`src/rtl/fp16_norm_pack.sv`:
```
`default_nettype none
// ============================================================================
// Module      : fp16_norm_pack
// Description : Output stage of the binary16 adder. Normalizes the raw post-add
//               sign/exponent/mantissa one shift per cycle, then packs the word.
// Revision    : 1.0 - initial release
// ============================================================================
module fp16_norm_pack #(
    parameter int EXP_W = 5,
    parameter int MAN_W = 10
) (
    input  logic                   clk,
    input  logic                   rst,
    input  logic                   in_valid,
    output logic                   in_ready,
    input  logic                   in_sgn,
    input  logic [EXP_W-1:0]       in_exp,
    input  logic [MAN_W+1:0]       in_mant,
    output logic                   out_valid,
    input  logic                   out_ready,
    output logic [EXP_W+MAN_W:0]   out_result,
    output logic                   out_zero,
    output logic                   out_ovf
);

    localparam int              c_res_w   = 1 + EXP_W + MAN_W;
    localparam logic [EXP_W:0]  c_exp_max = {1'b0, {EXP_W{1'b1}}};
    localparam logic [EXP_W:0]  c_exp_one = {{EXP_W{1'b0}}, 1'b1};

    typedef enum logic [1:0] {
        ST_IDLE = 2'd0,
        ST_NORM = 2'd1,
        ST_DONE = 2'd2
    } state_t;

    state_t               r_state;
    logic                 r_sgn;
    logic [EXP_W:0]       r_exp;
    logic [MAN_W+1:0]     r_mant;
    logic                 r_valid;
    logic [c_res_w-1:0]   r_result;
    logic                 r_zero;
    logic                 r_ovf;

    logic [EXP_W:0]       w_exp_inc;
    logic [EXP_W:0]       w_exp_dec;
    logic [MAN_W-1:0]     w_frac;

    // One bit of exponent headroom so a carry increment can be compared without wrap
    assign w_exp_inc = r_exp + c_exp_one;
    assign w_exp_dec = r_exp - c_exp_one;
    assign w_frac    = r_mant[MAN_W-1:0];

    assign in_ready   = (r_state == ST_IDLE) && !rst;
    assign out_valid  = r_valid;
    assign out_result = r_result;
    assign out_zero   = r_zero;
    assign out_ovf    = r_ovf;

    always_ff @(posedge clk) begin
        if (rst) begin
            r_state  <= ST_IDLE;
            r_sgn    <= 1'b0;
            r_exp    <= '0;
            r_mant   <= '0;
            r_valid  <= 1'b0;
            r_result <= '0;
            r_zero   <= 1'b0;
            r_ovf    <= 1'b0;
        end else begin
            case (r_state)
                ST_IDLE: begin
                    if (in_valid) begin
                        r_sgn   <= in_sgn;
                        // A zero exponent carries the same scale as exponent one
                        r_exp   <= (in_exp == '0) ? c_exp_one : {1'b0, in_exp};
                        r_mant  <= in_mant;
                        r_state <= ST_NORM;
                    end
                end

                ST_NORM: begin
                    if (r_exp == c_exp_max) begin
                        r_result <= {r_sgn, r_exp[EXP_W-1:0], w_frac};
                        r_valid  <= 1'b1;
                        r_state  <= ST_DONE;
                    end else if (r_mant == '0) begin
                        r_result <= '0;
                        r_zero   <= 1'b1;
                        r_valid  <= 1'b1;
                        r_state  <= ST_DONE;
                    end else if (r_mant[MAN_W+1]) begin
                        r_mant <= r_mant >> 1;
                        r_exp  <= w_exp_inc;
                        if (w_exp_inc == c_exp_max) begin
                            r_result <= {r_sgn, {EXP_W{1'b1}}, {MAN_W{1'b0}}};
                            r_ovf    <= 1'b1;
                            r_valid  <= 1'b1;
                            r_state  <= ST_DONE;
                        end
                    end else if (r_mant[MAN_W]) begin
                        r_result <= {r_sgn, r_exp[EXP_W-1:0], w_frac};
                        r_valid  <= 1'b1;
                        r_state  <= ST_DONE;
                    end else if (r_exp <= c_exp_one) begin
                        r_result <= {r_sgn, {EXP_W{1'b0}}, w_frac};
                        r_valid  <= 1'b1;
                        r_state  <= ST_DONE;
                    end else begin
                        r_mant <= r_mant << 1;
                        r_exp  <= w_exp_dec;
                    end
                end

                ST_DONE: begin
                    if (out_ready) begin
                        r_valid <= 1'b0;
                        r_zero  <= 1'b0;
                        r_ovf   <= 1'b0;
                        r_state <= ST_IDLE;
                    end
                end

                default: r_state <= ST_IDLE;
            endcase
        end
    end

endmodule
`default_nettype wire
```
`config.mk`:
```
export PLATFORM = sky130hd
export DESIGN_NAME = fp16_norm_pack
export DESIGN_NICKNAME = d
export VERILOG_FILES = /design/src/rtl/fp16_norm_pack.sv
export SDC_FILE = /design/constraint.sdc
export NUM_CORES = 1
export LEC_CHECK = 0
export CORE_ASPECT_RATIO = 1.1
export CORE_MARGIN = 1
export CORE_UTILIZATION = 35
export DETAILED_ROUTE_END_ITERATION = 6
export MAX_ROUTING_LAYER = met4
export PLACE_DENSITY_LB_ADDON = 0.05
export SLEW_MARGIN = 20
export SYNTH_ARGS = -nofsm -noshare
export SYNTH_HDL_FRONTEND = slang
export SYNTH_SLANG_ARGS = --single-unit
```
`constraint.sdc`:
```
create_clock -name clk -period 2.6 [get_ports clk]
set_input_delay 0.52 -clock clk [delete_from_list [all_inputs] [get_ports clk]]
set_output_delay 0.52 -clock clk [all_outputs]
set_load 0.005 [all_outputs]
```
==> results of run 1 <==
-- synth_stat cells, drive strengths merged, types with 4 or more instances --
cell type and number:
a211oi 6, a21oi 10, a221oi 11, a31o 9, buf 11, clkbuf 17, dfxtp 40, ha 4
inv 8, mux2i 11, nand2 22, nand2b 10, nor2 13, nor2b 4, nor3 5, nor4 12
o21ai 18, o31ai 4
-- through the flow --
step	util [%]	power (µW)	area (µm²)
after global placement	43.9	1590	2740
after floorplan	-	1350	2290
after global routing	45.3	2120	2820
final	45.3	1980	2820
after detailed placement	43.9	1580	2740
after CTS	45.2	2000	2820
-- worst paths after layout --
kind,from,endpoint,cells past startpoint
setup / recovery,r_exp[0]$_SDFFE_PP0P_,r_mant[9]$_SDFFE_PP0P_,6
hold / removal,out_result[2]$_SDFFE_PP0P_,out_result[2]$_SDFFE_PP0P_,2
setup reg to reg,r_exp[0]$_SDFFE_PP0P_,r_mant[9]$_SDFFE_PP0P_,6
hold reg to reg,out_result[2]$_SDFFE_PP0P_,out_result[2]$_SDFFE_PP0P_,2
-- critical path: stages (launching register included) --
cell     delay [ns]
dfxtp_1        0.40
ha_1           0.29
and4b_1        0.20
and2_4         0.18
o31a_1         0.38
or2_1          0.49
a31o_2         0.34
-- where the power goes --
part | internal (µW) | leakage (µW) | switching, µW
Sequential | 697 | 0.000326 | 105
Clock | 182 | 0.0000400 | 224
Combinational | 333 | 0.000671 | 440
-- metal layers --
layer / track usage [%] / vias up / wire [µm] / part of all wire [%]
met5: - / - / 0 / 0
met1: 25.7 / 1023 / 2960 / 47
li1: - / 1070 / - / -
met4: 6.12 / 0 / 59 / 0.94
met2: 32.6 / 51 / 3050 / 49
met3: 2.95 / 4 / 218 / 3.5
-- state kept, by name (all words and copies together), names as in the netlist --
name	flops
out_result	16
r_mant	12
r_exp	6
r_state	2
out_ovf	1
out_valid	1
out_zero	1
r_sgn	1
-- area by class of cell --
type	instances	area, µm²	area share, %
Clock inverter	2	12.5	0.444
Timing Repair Buffer	54	508	18.0
Sequential cell	40	801	28.4
Clock buffer	5	68.8	2.44
Inverter	9	33.8	1.20
Multi-Input combinational cell	191	1300	46.0
Tap cell	80	100	3.55
-- timing repair --
action	CTS	global route
hold endpoints to repair	0	0
resized for setup	0	1
endpoints found under the setup margin	0	1
-- cell families (layout without fill, tap and decap cells) --
logic type | Yosys count | after routing | share of synthesized area [%]
and+or+nand+nor | 90 | 90 | 21.5
AOI/OAI and AO/OA | 84 | 84 | 27.3
DFF | 40 | 40 | 35.0
buffers and inverters | 37 | 70 | 8.32
muxes | 12 | 12 | 5.31
adders and majority gates | 4 | 4 | 2.19
xor gates and xnor gates | 1 | 1 | 0.383
==> impl_metrics.toml, run 1 <==
[outcome]
status = "finished, final reports clean"

[worst_setup_path]
path_class = "register to register"
critPathMaxFanout = 15
worst_setup_path_end_kind = "register"
cp.required_ns = 2.79
arrival_ns = 2.57
r2r_slack_ns = 0.23
crit_path_start_kind = "register"

[clock_tree]
cts_setup_buffers = 0
clock_sinks = 40
clkLatencyLatePin_ns = 0.29
clk_root_buffer_cell = "clkbuf_8"
cts_hold_buf = 0
cts_htree_levels = 2
clockBufferDepth = 2
cts_buffers = 5
cts.clk_slew.worst_paths_ns = 0.08
tritoncts = "done"

[logic_synthesis]
syn_area_mm2 = 0.00229
synth.distinct_cells = 58
yosys_warnings = 0
synth_flop_cell = "dfxtp_1"
avgSynthCellArea_um2 = 8.53
yosysTopAreaCellShare_pct = 35.0
ys_seq_area_share_pct = 35.0
yosysTopAreaCell = "dfxtp_1"
synthArstFlopShare_pct = 0
syn-num-nets = 294
synthTopCellsByArea = "dfxtp_1 (35%), mux2i_1 (4.8%), a221oi_1 (4.2%)"
ys_seq_elements = 40
syn_inst = 268
synth_edf_count = 0

[global_route]
grt_max_degree = 33
grt_overflow_total = 0
gr-usage-all-layers_pct = 20.1
grt_pass1_wl_mm = 10.4
grt_pass1_vias = 2067
antenna_found_initial = 0

[drt]
dr.pass1.iters = 4
drt-total-wl_mm = 6.29
viasPerCell = 5.64
dr_total_vias = 2148
drt-initial-drc-count = 119
postRouteAntennaNets = 0
wl_per_cell_um = 16.5
route.detailed.drc = 0

[timing]
setup_viol = 0
fin_setup_tns_ns = 0
setup_ws_ns = 0.227
post-route-period-util_pct = 91.3
fmax_ghz = 0.421
rsz0062_at_grt = "false"
fin_crit_ns = 2.37
worst_pin_slew_ns = 0.608
worst_hold_slack_ns = 0.466
relSlewSlack_pct = 59.4
finalMaxSlewViolations = 0
finalClockSkew_ns = 0.00724
hold_viol = 0

[finish]
antenna_cells = 0
layout_common_cells = "clkdlybuf4s50_1 (41), dfxtp_1 (40), nand2_1 (22)"
drive_gt1_share_pct = 9.97
n_fill_cell = 661
syn_to_final_growth_pct = 23.4
final_common_cell = "clkdlybuf4s50_1"
fin_cells = 381
nets = 327

[flow_run]
max_cap_viol_count = 0

[die]
start_util_pct = 36.7
io_pins = 42
die_w_um = 79.1
coreArea_mm2 = 0.00623
fp.dieArea_mm2 = 0.00686
die_h_um = 86.8
row_count = 30

[min_path]
min_path_type = "register to register"

[power]
power_density_mw_per_mm2 = 702
power_leakage_uw = 0.00104
ir_drop_v = 0.000273

[placement]
pre_cts_ws_ns = 0.252
dp_hpwl_mm = 4.38
placedCellCount = 374
finalWeightedCongestion = 0.835
io_buffers = 41
(Power assumes the default switching activity.)
==> run 2: changes to the inputs <==
--- a/config.mk
+++ b/config.mk
@@ -5,6 +5,7 @@
 export SDC_FILE = /design/constraint.sdc
 export NUM_CORES = 1
 export LEC_CHECK = 0
+export ABC_CLOCK_PERIOD_IN_PS = 2600
 export CORE_ASPECT_RATIO = 1.1
 export CORE_MARGIN = 1
 export CORE_UTILIZATION = 35
==> results of run 2 <==
Final layout, timing and power as in run 1 (identical DEF).
